File: config.mk
export PLATFORM = sky130hd
export DESIGN_NAME = pipe_hazard_ctl
export DESIGN_NICKNAME = d
export VERILOG_FILES = /design/src/rtl/pipe_hazard_ctl.sv
export SDC_FILE = /design/constraint.sdc
export NUM_CORES = 1
export LEC_CHECK = 0
export ABC_AREA = 0
export BUFFER_PORTS_ARGS = -buffer_cell sky130_fd_sc_hd__buf_4
export CORE_AREA = 2 2 137 139
export CTS_CLUSTER_DIAMETER = 200
export DETAILED_ROUTE_END_ITERATION = 8
export DIE_AREA = 0 0 139 141
export PLACE_DENSITY = 0.52
export SYNTH_ARGS = -nofsm -noshare
export SYNTH_HDL_FRONTEND = slang
export SYNTH_SLANG_ARGS = --single-unit
File: constraint.sdc
create_clock -name clk -period 2.46 [get_ports clk]
set_input_delay 0.123 -clock clk [delete_from_list [all_inputs] [get_ports clk]]
set_output_delay 0.123 -clock clk [all_outputs]
set_load 0.05 [all_outputs]
File: src/rtl/pipe_hazard_ctl.sv
// pipe_hazard_ctl -- central hazard / flow controller for the 5-stage RV32I core.
//
// Purpose:
//   - Forwards execute/mem results onto the two decode operands that are
//     handed to execute (combinational, exe result has priority over mem).
//   - Inserts a single bubble on a load-use hazard.
//   - Freezes fetch/decode/execute while a data-bus access is outstanding;
//     raises a one-cycle bus_err if mem_ack does not arrive in MEM_TIMEOUT cycles.
//   - Redirects the PC on a taken jump/branch/fence and flushes the wrong path
//     for FLUSH_CYCLES cycles.
//
// Optional feature:
//   `define PIPE_HAZARD_PERF_EN to build the stall/flush performance counters.
//   Without it, stall_cnt and flush_cnt are constant 0 and no registers exist.
//
// Ports:
//   clk, rst                          clock, synchronous active-high reset
//   rs1_*/rs2_* _dec                  decode-stage source indices and read enables
//   rf_rdata1/2                       register-file read data
//   reg_wen/waddr/wdata_exe, load_exe, store_exe   execute-output writeback info
//   reg_wen/waddr/wdata_mem           mem-stage writeback info
//   mem_ack                           data-bus completion pulse
//   jump_en_exe, jump_addr_exe        registered taken-jump flag and target
//   reg_rdata1/2_ctl                  forwarded operands to execute
//   hold_if/dec/exe, clear_dec/exe    stage hold and bubble controls
//   pc_redirect_en/addr               PC load request
//   bus_err                           one-cycle pulse on data-bus timeout
//   stall_cnt, flush_cnt              performance counters (optional)

module pipe_hazard_ctl #(
  parameter int MEM_TIMEOUT  = 16,
  parameter int FLUSH_CYCLES = 2
) (
  input  logic        clk,
  input  logic        rst,
  input  logic [4:0]  rs1_addr_dec,
  input  logic        rs1_ren_dec,
  input  logic [4:0]  rs2_addr_dec,
  input  logic        rs2_ren_dec,
  input  logic [31:0] rf_rdata1,
  input  logic [31:0] rf_rdata2,
  input  logic        reg_wen_exe,
  input  logic [4:0]  reg_waddr_exe,
  input  logic [31:0] reg_wdata_exe,
  input  logic        load_exe,
  input  logic        store_exe,
  input  logic        reg_wen_mem,
  input  logic [4:0]  reg_waddr_mem,
  input  logic [31:0] reg_wdata_mem,
  input  logic        mem_ack,
  input  logic        jump_en_exe,
  input  logic [31:0] jump_addr_exe,
  output logic [31:0] reg_rdata1_ctl,
  output logic [31:0] reg_rdata2_ctl,
  output logic        hold_if,
  output logic        hold_dec,
  output logic        hold_exe,
  output logic        clear_dec,
  output logic        clear_exe,
  output logic        pc_redirect_en,
  output logic [31:0] pc_redirect_addr,
  output logic        bus_err,
  output logic [31:0] stall_cnt,
  output logic [31:0] flush_cnt
);

  localparam logic [7:0] TIMEOUT_C    = 8'(MEM_TIMEOUT);
  localparam logic [7:0] FLUSH_LAST_C = 8'(FLUSH_CYCLES - 1);
  localparam bit         FLUSH_MULTI  = (FLUSH_CYCLES > 1);

  typedef enum logic [1:0] {
    ST_RUN   = 2'd0,
    ST_MWAIT = 2'd1,
    ST_REDIR = 2'd2
  } state_t;

  state_t     state_reg, state_next;
  logic [7:0] cnt_reg, cnt_next;

  // ---------------------------------------------------------------------------
  // Operand forwarding and per-operand load-use match
  // ---------------------------------------------------------------------------
  logic [1:0][4:0]  rs_addr;
  logic [1:0]       rs_ren;
  logic [1:0][31:0] rf_rdata;
  logic [1:0][31:0] fwd_data;
  logic [1:0]       rs_load_hit;

  assign rs_addr  = {rs2_addr_dec, rs1_addr_dec};
  assign rs_ren   = {rs2_ren_dec, rs1_ren_dec};
  assign rf_rdata = {rf_rdata2, rf_rdata1};

  generate
    for (genvar gi = 0; gi < 2; gi++) begin : g_operand
      // A load's exe-stage result is only an address, so it must not forward;
      // the data shows up one cycle later on the mem port.
      assign fwd_data[gi] =
        (rs_addr[gi] == 5'd0)                                          ? 32'd0 :
        (reg_wen_exe && !load_exe && (reg_waddr_exe == rs_addr[gi]))   ? reg_wdata_exe :
        (reg_wen_mem && (reg_waddr_mem == rs_addr[gi]))                ? reg_wdata_mem :
                                                                         rf_rdata[gi];
      assign rs_load_hit[gi] = rs_ren[gi] && (reg_waddr_exe == rs_addr[gi]);
    end
  endgenerate

  assign reg_rdata1_ctl = fwd_data[0];
  assign reg_rdata2_ctl = fwd_data[1];

  logic load_use;
  assign load_use = load_exe && reg_wen_exe && (reg_waddr_exe != 5'd0) && (|rs_load_hit);

  // ---------------------------------------------------------------------------
  // Control FSM
  // ---------------------------------------------------------------------------
  function automatic logic [7:0] sat_inc(input logic [7:0] v);
    return (v == 8'hFF) ? v : v + 8'd1;
  endfunction

  always_ff @(posedge clk) begin
    if (rst) begin
      state_reg <= ST_RUN;
      cnt_reg   <= 8'd0;
    end else begin
      state_reg <= state_next;
      cnt_reg   <= cnt_next;
    end
  end

  logic hold_if_c, hold_dec_c, hold_exe_c, clear_dec_c, clear_exe_c;
  logic redirect_c, bus_err_c;

  always_comb begin
    state_next  = state_reg;
    cnt_next    = cnt_reg;
    hold_if_c   = 1'b0;
    hold_dec_c  = 1'b0;
    hold_exe_c  = 1'b0;
    clear_dec_c = 1'b0;
    clear_exe_c = 1'b0;
    redirect_c  = 1'b0;
    bus_err_c   = 1'b0;

    case (state_reg)
      ST_RUN: begin
        if ((load_exe || store_exe) && !mem_ack) begin
          hold_if_c  = 1'b1;
          hold_dec_c = 1'b1;
          hold_exe_c = 1'b1;
          cnt_next   = 8'd1;
          state_next = ST_MWAIT;
        end else if (jump_en_exe) begin
          redirect_c  = 1'b1;
          clear_dec_c = 1'b1;
          clear_exe_c = 1'b1;
          cnt_next    = 8'd1;
          state_next  = FLUSH_MULTI ? ST_REDIR : ST_RUN;
        end else if (load_use) begin
          // One bubble: freeze the consumer in decode, feed execute a NOP.
          hold_if_c   = 1'b1;
          hold_dec_c  = 1'b1;
          clear_exe_c = 1'b1;
        end
      end

      ST_MWAIT: begin
        if (mem_ack) begin
          state_next = ST_RUN;
        end else if (cnt_reg >= TIMEOUT_C) begin
          bus_err_c  = 1'b1;
          state_next = ST_RUN;
        end else begin
          hold_if_c  = 1'b1;
          hold_dec_c = 1'b1;
          hold_exe_c = 1'b1;
          cnt_next   = sat_inc(cnt_reg);
        end
      end

      ST_REDIR: begin
        clear_dec_c = 1'b1;
        if (jump_en_exe) begin
          // A younger taken jump restarts the flush window from its own target.
          redirect_c  = 1'b1;
          clear_exe_c = 1'b1;
          cnt_next    = 8'd1;
        end else begin
          cnt_next = sat_inc(cnt_reg);
          if (cnt_reg >= FLUSH_LAST_C) begin
            state_next = ST_RUN;
          end
        end
      end

      default: begin
        state_next = ST_RUN;
        cnt_next   = 8'd0;
      end
    endcase
  end

  assign hold_if          = hold_if_c;
  assign hold_dec         = hold_dec_c;
  assign hold_exe         = hold_exe_c;
  assign clear_dec        = clear_dec_c;
  // A held execute register keeps its instruction; never bubble it at the same time.
  assign clear_exe        = clear_exe_c && !hold_exe_c;
  assign pc_redirect_en   = redirect_c;
  assign pc_redirect_addr = redirect_c ? jump_addr_exe : 32'd0;
  // A reset that lands on the timeout cycle aborts the wait silently.
  assign bus_err          = bus_err_c && !rst;

  // ---------------------------------------------------------------------------
  // Performance counters
  // ---------------------------------------------------------------------------
`ifdef PIPE_HAZARD_PERF_EN
  logic [31:0] stall_cnt_reg;
  logic [31:0] flush_cnt_reg;

  always_ff @(posedge clk) begin
    if (rst) begin
      stall_cnt_reg <= 32'd0;
      flush_cnt_reg <= 32'd0;
    end else begin
      stall_cnt_reg <= stall_cnt_reg + 32'(hold_if_c);
      flush_cnt_reg <= flush_cnt_reg + 32'(redirect_c);
    end
  end

  assign stall_cnt = stall_cnt_reg;
  assign flush_cnt = flush_cnt_reg;
`else
  assign stall_cnt = 32'd0;
  assign flush_cnt = 32'd0;
`endif

endmodule
==> metrics.cfg, run 1 <==
[global_routing]
overflow = 0
grt_pass1_vias = 3918
grt_usage = 0.134
grt_max_degree = 65
grt_pass1_wl_mm = 21.3
grt_antenna_before_repair = 0

[place]
gp_congestion = 0.869
place_area_um2 = 5630
portBuffers = 292
hpwlAfterDp_mm = 12.0

[synth]
syn_inst = 461
netlist_area_um2 = 3360
synth_cell_types = 46
synth_area_per_cell_um2 = 7.28
synth_edf_count = 0
ys_seq_elements = 10
synth-seq-area-share = 0.0596
ys_warn_count = 0
synthFlopType = dfxtp_1
async_flop_share = 0

[timing]
fin_crit_sh = 0.887
slew_viol_final = 0
final_hold_viol_count = 0
tns_ps = 0
fmax_mhz = 458
setup_viol = 0
max_slew_margin = 0.591
rsz0062_at_grt = false
final.min_clock_period_ps = 2180
skew_ps = 1.25
worstMarginPinSlew_ps = 614

[clocking]
cts_htree_levels = 1
path_clk_slew_ps = 40
clock-sinks = 10
clk_latency_ps = 240
cts_resized = 0
cts_hold_buf = 0
post_cts_buffers = 0
cts-buffers-inserted = 3
cts_tree = built
cts_buffer_depth = 2
cts_root_buf = clkbuf_16

[cells_and_area]
fin_area_um2 = 5710
final_common_cell = buf_4
layout_common_cells = 302 x buf_4, 77 x nor2_1, 65 x mux2i_1
n_antenna_cell = 0
largest_register_ffs = 8
finish.net_count = 932
drive_above_1_share = 0.466
nFillCells = 2016
area_growth_syn_to_layout_pct = 70.2

[power_and_ir_drop]
total_leakage_power_nw = 2.59
p_per_area_nw_per_um2 = 342
ir_drop_mv = 0.213

[worst_setup_path]
critPathCaptureType = output port
crit_type = in -> out
cpMostUsedCell = buf_4
cpPeakStageDelay_ps = 800
crit_arrival_ps = 2060
crit_path_cell_trace = buf_4 > xnor2_1 > nand3_1 > or3_2 > buf_4 > a211oi_1 > buf_4
crit_fanout = 24
crit_required_ps = 2340
slowest_stage = or3_2
cp-start-kind = primary input

[floorplan]
pin_count = 357
die_x_um = 139
rows = 50
dieArea_um2 = 19600
coreArea_um2 = 18300
die_h_um = 141
start_util = 0.184

[routing]
ant_nets = 0
viasPerCell = 4.22
drt_pass1_iterations = 5
routedWlPerCell_um = 14.7
drc = 0
drt_iter0_drc = 131
vias = 4103
wl_mm = 14.2

[outcome]
outcome = finished, final reports clean

[worst_hold_path]
hold_class = in -> reg

[flow_run]
drv_cap = 0

## stage by stage
| stage | instances | utilization | hold WS [ps] | setup WS (ps) | power (mW) |
|---|---|---|---|---|---|
| final | 972 | 0.313 | 140 | 279 | 1.95 |
| after global routing | 972 | 0.313 | 151 | 150 | 2.05 |
| after CTS | 972 | 0.313 | 139 | 231 | 1.97 |
| after detailed placement | 968 | 0.308 | 390 | 235 | 1.64 |
| after global placement | 968 | 0.308 | 392 | 242 | 1.64 |
| after floorplan | 524 | - | 346 | 64.3 | 1.20 |
## cells in the mapped netlist, types with 7 or more instances
cell type	instances	area share
dfxtp_1	10	0.060
buf_4	68	0.15
clkbuf_1	19	0.021
nand3_1	8	0.012
a211oi_1	48	0.11
a21oi_1	7	0.010
and2_1	33	0.061
nor2_1	79	0.088
xnor2_1	16	0.042
inv_1	9	0.010
nand2_1	17	0.019
mux2i_1	65	0.19
a211oi_2	22	0.082
## where the power goes
group          internal, mW  switching (mW)
clock                 0.244          0.0761
sequential            0.169          0.0143
combinational         0.504           0.944
## final timing paths
| path | from | to | slack, ps | depth (start not counted) |
|---|---|---|---|---|
| setup / recovery | reg_waddr_exe[1] | reg_rdata2_ctl[0] | 280 | 7 |
| hold / removal | rst | state_reg[1]$_SDFFE_PP0P_ | 140 | 2 |
| setup reg to reg | cnt_reg[0]$_SDFFE_PP0P_ | cnt_reg[0]$_SDFFE_PP0P_ | 760 | 6 |
| hold reg to reg | cnt_reg[1]$_SDFFE_PP0P_ | cnt_reg[1]$_SDFFE_PP0P_ | 580 | 2 |
## final cells by class
cell class	count	area, um^2	share of cell area
multi-input combinational	408	2730	0.478
sequential	10	200	0.0350
inverter	9	33.8	0.00591
timing repair buffer	307	2370	0.414
clock buffer	4	88.8	0.0155
tap	234	293	0.0512
## cell families after synthesis
logic type	share of synthesized area
AOI/OAI and AO/OA	0.257
xor gates and xnor gates	0.0417
adders and majority gates	0.0112
buffers and inverters	0.205
DFF	0.0596
muxes	0.194
other	0.00112
and+or+nand+nor	0.231
## critical path: cells and delay by family
family,cells,cell delay [ps]
xor+xnor,1,150
simple gates,2,920
compound gates,1,200
buf+inv,3,650
## routing by layer
layer	track usage	share of wire	vias up
met4	0.0186	0.0053	0
met1	0.168	0.41	1819
met3	0.0241	0.077	4
met5	0	0	-
li1	-	-	2069
met2	0.244	0.51	211
(Power assumes the default switching activity.)
==> run 2, diff against run 1 <==
--- a/config.mk
+++ b/config.mk
@@ -7,11 +7,13 @@
 export LEC_CHECK = 0
 export ABC_AREA = 0
 export BUFFER_PORTS_ARGS = -buffer_cell sky130_fd_sc_hd__buf_4
-export CORE_AREA = 2 2 137 139
+export CELL_PAD_IN_SITES_DETAIL_PLACEMENT = 1
+export CELL_PAD_IN_SITES_GLOBAL_PLACEMENT = 1
+export CORE_AREA = 2 2 141 143
 export CTS_CLUSTER_DIAMETER = 200
 export DETAILED_ROUTE_END_ITERATION = 8
-export DIE_AREA = 0 0 139 141
-export PLACE_DENSITY = 0.52
+export DIE_AREA = 0 0 143 145
+export PLACE_DENSITY = 0.71
 export SYNTH_ARGS = -nofsm -noshare
 export SYNTH_HDL_FRONTEND = slang
 export SYNTH_SLANG_ARGS = --single-unit
==> constraint.sdc (replaced) <==
create_clock -name clk -period 2.46 [get_ports clk]
set_input_delay 0.492 -clock clk [delete_from_list [all_inputs] [get_ports clk]]
set_output_delay 0.492 -clock clk [all_outputs]
set_load 0.05 [all_outputs]
==> run 2 against run 1 <==
Net effect:
- the run now ends with setup timing left
- non-clock buffer count increased by 73
- die area increased by 5.8%
- cell count increased by 11%
- critical path type unchanged
- largest power group unchanged
- highest routed layer unchanged
==> metrics.cfg, run 2 (synthesis gave the netlist of run 1 again) <==
[outcome]
violations = setup timing
outcome = finished with violations

[worst_setup_path]
cpMostUsedCell = buf_6
cp_num_buf_inv = 5  ; +2
cp-start-kind = primary input
crit_arrival_ps = 2130  ; +70 ps
slowest_stage = a211oi_4
cpPeakStageDelay_ps = 320  ; -480 ps
path_delay_family = buffers and inverters
crit_type = in -> out
crit_path_cell_trace = buf_6 > xnor2_4 > nand2_2 > nor3_4 > buf_6 > buf_12 > buf_6 > mux2i_2 > a211oi_4 > buf_6
critPathCaptureType = output port
crit_fanout = 6  ; -75%
crit_required_ps = 1970  ; -370 ps

[floorplan]
die_x_um = 143  ; +2.9%
dieArea_um2 = 20700  ; +5.8%
die_h_um = 145  ; +2.8%
pin_count = 357  ; unchanged
rows = 51  ; +2.0%
start_util = 0.175  ; -0.00899
coreArea_um2 = 19200  ; +5.1%

[place]
gp_congestion = 0.810  ; -6.8%
hpwlAfterDp_mm = 15.6  ; +30%
dpl_worst_slack_ps = -247  ; -482 ps
portBuffers = 292  ; unchanged
place_area_um2 = 7150  ; +27%

[clocking]
path_clk_slew_ps = 40  ; about the same
clk_latency_ps = 230  ; about the same
cts_root_buf = clkbuf_16
cts-buffers-inserted = 3  ; unchanged
cts_buffer_depth = 2  ; unchanged
cts_htree_levels = 1  ; unchanged
clock-sinks = 10  ; unchanged
cts_tree = built

[cells_and_area]
finish.net_count = 1006  ; +7.9%
multiInputGateArea_um2 = 4510  ; +65%
drive_above_1_share = 0.723  ; +0.257
layout_common_cells = 241 x buf_4, 86 x buf_6, 64 x conb_1
final_common_cell = buf_4
final-seq-area_um2 = 200  ; unchanged
final_core_util = 0.472  ; +0.160
nFillCells = 2084  ; +3.4%
largest_register_ffs = 8  ; unchanged
area_growth_syn_to_layout_pct = 170
fin_area_um2 = 9070  ; +59%
n_antenna_cell = 0  ; unchanged

[global_routing]
grt_pass1_vias = 5281  ; +35%
grt_antenna_before_repair = 0  ; unchanged
overflow = 0  ; unchanged
grt_pass1_wl_mm = 29.8  ; +40%
grt_max_degree = 35  ; -46%
grt_usage = 0.184  ; +0.0508

[flow_run]
drv_cap = 0  ; unchanged

[routing]
routedWlPerCell_um = 21.0  ; +43%
viasPerCell = 4.44  ; +5.2%
ant_nets = 0  ; unchanged
wl_mm = 22.6  ; +59%
drc = 0  ; unchanged
drt_iter0_drc = 152  ; +16%
drt_pass1_iterations = 4  ; -1
vias = 4783  ; +17%

[power_and_ir_drop]
total_leakage_power_nw = 3.73  ; +44%
ir_drop_mv = 0.165  ; -22%
report.power.total_mw = 2.52  ; +29%
p_per_area_nw_per_um2 = 277  ; -19%

[timing]
tns_ps = -7400  ; -7400 ps
setup_viol = 64  ; +64
final_hold_viol_count = 0  ; unchanged
fmax_mhz = 381  ; -17%
fin_crit_sh = 1.07  ; +0.179
skew_ps = 1.43  ; +0.182 ps
slew_viol_final = 0  ; unchanged
final.min_clock_period_ps = 2620  ; +441 ps
finalWorstSetupSlack_ps = -162  ; -441 ps
rsz0062_at_grt = true

[worst_hold_path]
hold_class = in -> reg

run 2: changes by cell type in the layout (fill, tap and decap cells not counted), moves of 28 or more:
cell	change
buf_4	-61
buf_12	+28
a211oi_4	+63
mux2i_1	-55
mux2i_4	+38
buf_6	+86
a211oi_1	-42
nor2_1	-41
run 2: final timing paths:
| check | startpoint | end | slack, ps | depth (start not counted) |
|---|---|---|---|---|
| max | rs1_addr_dec[3] | reg_rdata1_ctl[10] | -160 | 10 |
| min | rst | cnt_reg[4]$_SDFFE_PP0P_ | 520 | 2 |
| max reg2reg | cnt_reg[0]$_SDFFE_PP0P_ | cnt_reg[0]$_SDFFE_PP0P_ | 830 | 6 |
| min reg2reg | cnt_reg[1]$_SDFFE_PP0P_ | cnt_reg[1]$_SDFFE_PP0P_ | 590 | 2 |
run 2: layout make-up:
cell class,count,share of cell area
inverter,9,0.00510
timing repair buffer,380,0.429
multi-input combinational,409,0.497
tap,265,0.0365
clock buffer,4,0.00979
sequential,10,0.0221
run 2: stage by stage:
| stage | instances | hold WS, ps |
|---|---|---|
| after floorplan | 524 | 530 |
| after global placement | 1042 | 567 |
| after detailed placement | 1042 | 584 |
| after CTS | 1060 | 519 |
| after global routing | 1077 | 528 |
| final | 1077 | 516 |
run 2: worst reg2reg max path, stage by stage, from the launching register on:
cell and delay, ps:
dfxtp_1 420, ha_1 260, nand4_1 150, nor2_1 310, a21oi_1 130, o32ai_1 150, and2_1 160
run 2: layer usage:
layer | wire [um] | vias to the layer above | track usage
met5 | 0 | - | 0
met4 | 601 | 0 | 0.0520
met3 | 1350 | 34 | 0.0330
met2 | 12600 | 258 | 0.357
met1 | 8070 | 2312 | 0.201
li1 | - | 2179 | -
run 2: power breakdown:
group | internal [mW] | total, mW | switching (mW)
clock | 0.245 | 0.322 | 0.0777
combinational | 0.833 | 2.02 | 1.18
sequential | 0.169 | 0.179 | 0.0101
total | 1.25 | 2.52 | 1.27
run 2: what timing repair did:
action	4_1_cts	5_1_grt
pin swaps	12	53
gates cloned	6	9
buffers inserted	8	10
hold buffers	0	0
gates resized for setup	196	100
endpoints found under the hold margin	0	0
setup endpoints to repair	64	64
==> run 3, diff against run 2 <==
==> constraint.sdc (replaced) <==
create_clock -name clk -period 2.46 [get_ports clk]
set_input_delay 0.615 -clock clk [delete_from_list [all_inputs] [get_ports clk]]
set_output_delay 0.615 -clock clk [all_outputs]
set_load 0.05 [all_outputs]
==> run 3 against run 2 <==
Net effect:
- the flow still finishes with violations (setup timing)
- power up 4.9%
- routed wire length up 2.4%
- critical path depth up 1
- utilization up 1.4 points
- sequential share of layout area down 0.064 points
- worst hold slack better by 63 ps
- critical endpoint is now reg_rdata2_ctl[1]
==> metrics.cfg, run 3 (synthesis gave the netlist of run 1 again) <==
[routing]
wl_mm = 23.1  ; +2.4%
drt_pass1_iterations = 4  ; unchanged
viasPerCell = 4.55  ; +2.5%
routedWlPerCell_um = 21.4  ; +1.8%
ant_nets = 0  ; unchanged
vias = 4928  ; +3.0%
drt_iter0_drc = 155  ; +2.0%
drc = 0  ; unchanged

[power_and_ir_drop]
ir_drop_mv = 0.169  ; +2.2%
report.power.total_mw = 2.64  ; +4.9%
total_leakage_power_nw = 3.81  ; +2.2%
p_per_area_nw_per_um2 = 283  ; +1.9%

[floorplan]
start_util = 0.175  ; unchanged
die_x_um = 143  ; unchanged
coreArea_um2 = 19200  ; unchanged
rows = 51  ; unchanged
dieArea_um2 = 20700  ; unchanged
die_h_um = 145  ; unchanged
pin_count = 357  ; unchanged

[timing]
holdWs_ps = 579  ; +63.5 ps
tns_ps = -22910  ; -15500 ps
slew_viol_final = 0  ; unchanged
skew_ps = 2.83  ; +1.40 ps
worstMarginPinSlew_ps = 493
fmax_mhz = 346  ; -9.3%
final_hold_viol_count = 0  ; unchanged
fin_crit_sh = 1.18  ; +0.109
final.min_clock_period_ps = 2890  ; +269 ps
rsz0062_at_grt = true
setup_viol = 67  ; +4.7%
max_slew_margin = 0.668
finalWorstSetupSlack_ps = -432  ; -269 ps

[clocking]
clk_latency_ps = 240  ; about the same
cts_hold_buf = 0  ; unchanged
cts_tree = built
cts-buffers-inserted = 3  ; unchanged
clock-sinks = 10  ; unchanged
cts_root_buf = clkbuf_16
path_clk_slew_ps = 40  ; about the same
cts_htree_levels = 1  ; unchanged
cts_buffer_depth = 2  ; unchanged

[place]
portBuffers = 292  ; unchanged
hpwlAfterDp_mm = 15.5  ; -0.59%
gp_congestion = 0.797  ; -1.6%
placed_cells = 1040  ; -0.19%
dpl_worst_slack_ps = -477  ; -230 ps
place_area_um2 = 7180  ; +0.40%

[cells_and_area]
area_growth_syn_to_layout_pct = 178
fin_cells = 1083  ; +0.56%
final_core_util = 0.487  ; +0.0142
final_common_cell = buf_4
largest_register_ffs = 8  ; unchanged
fin_area_um2 = 9350  ; +3.0%
n_antenna_cell = 0  ; unchanged
drive_above_1_share = 0.771  ; +0.0485
finish.net_count = 1012  ; +0.60%
layout_common_cells = 222 x buf_4, 100 x buf_6, 64 x a211oi_4, 64 x conb_1, 45 x mux2i_4

[global_routing]
grt_pass1_vias = 5422  ; +2.7%
overflow = 0  ; unchanged
grt_usage = 0.199  ; +0.0149
grt_max_degree = 22  ; -37%
grt_antenna_before_repair = 0  ; unchanged
grt_pass1_wl_mm = 31.8  ; +6.5%

[worst_setup_path]
crit_arrival_ps = 2280  ; +150 ps
r2r_slack_ps = 720  ; -110 ps
critPathCaptureType = output port
crit_fanout = 6  ; unchanged
cp-start-kind = primary input
crit_required_ps = 1850  ; -120 ps
crit_type = in -> out

[outcome]
outcome = finished with violations
violations = setup timing

[worst_hold_path]
hold_class = reg -> reg

[flow_run]
drv_cap = 0  ; unchanged

## run 3: layout make-up
class,count,area [um^2]
fill,2060,9860
inverter,9,38.8
clock buffer,4,88.8
multi-input combinational,410,4660
timing repair buffer,385,4030
tap,265,332
sequential,10,200
## run 3: repair_timing
| item | 4_1_cts | 5_1_grt |
|---|---|---|
| endpoints found under the setup margin | 99 | 99 |
| setup buffers | 19 | 12 |
| gates resized for setup | 251 | 117 |
| pin swaps | 30 | 34 |
| gates cloned | 12 | 3 |
## run 3: worst paths after layout
check	cells past startpoint	from	endpoint
setup / recovery	11	reg_waddr_mem[4]	reg_rdata2_ctl[1]
hold / removal	2	cnt_reg[1]$_SDFFE_PP0P_	cnt_reg[1]$_SDFFE_PP0P_
setup reg to reg	6	cnt_reg[5]$_SDFFE_PP0P_	cnt_reg[0]$_SDFFE_PP0P_
hold reg to reg	2	cnt_reg[1]$_SDFFE_PP0P_	cnt_reg[1]$_SDFFE_PP0P_
## run 3: report_power, final
part | internal [mW] | total (mW) | switching [mW]
clock network | 0.245 | 0.330 | 0.0849
registers | 0.169 | 0.180 | 0.0106
logic | 0.917 | 2.13 | 1.22
total | 1.33 | 2.64 | 1.31
## run 3: worst max-delay path, cell delays in order
cell and delay, ps:
buf_8 110, inv_4 60, buf_6 90, o2bb2ai_4 60, nor4_4 320, buf_12 170
buf_12 120, buf_16 160, mux2i_4 310, a211oi_4 90, buf_6 160
## run 3: per-layer routing
| metal | vias to the layer above | global-route usage | share of wire |
|---|---|---|---|
| met4 | 0 | 0.0748 | 0.046 |
| li1 | 2190 | - | - |
| met2 | 280 | 0.388 | 0.55 |
| met5 | - | 0 | 0 |
| met3 | 65 | 0.0409 | 0.069 |
| met1 | 2393 | 0.205 | 0.33 |
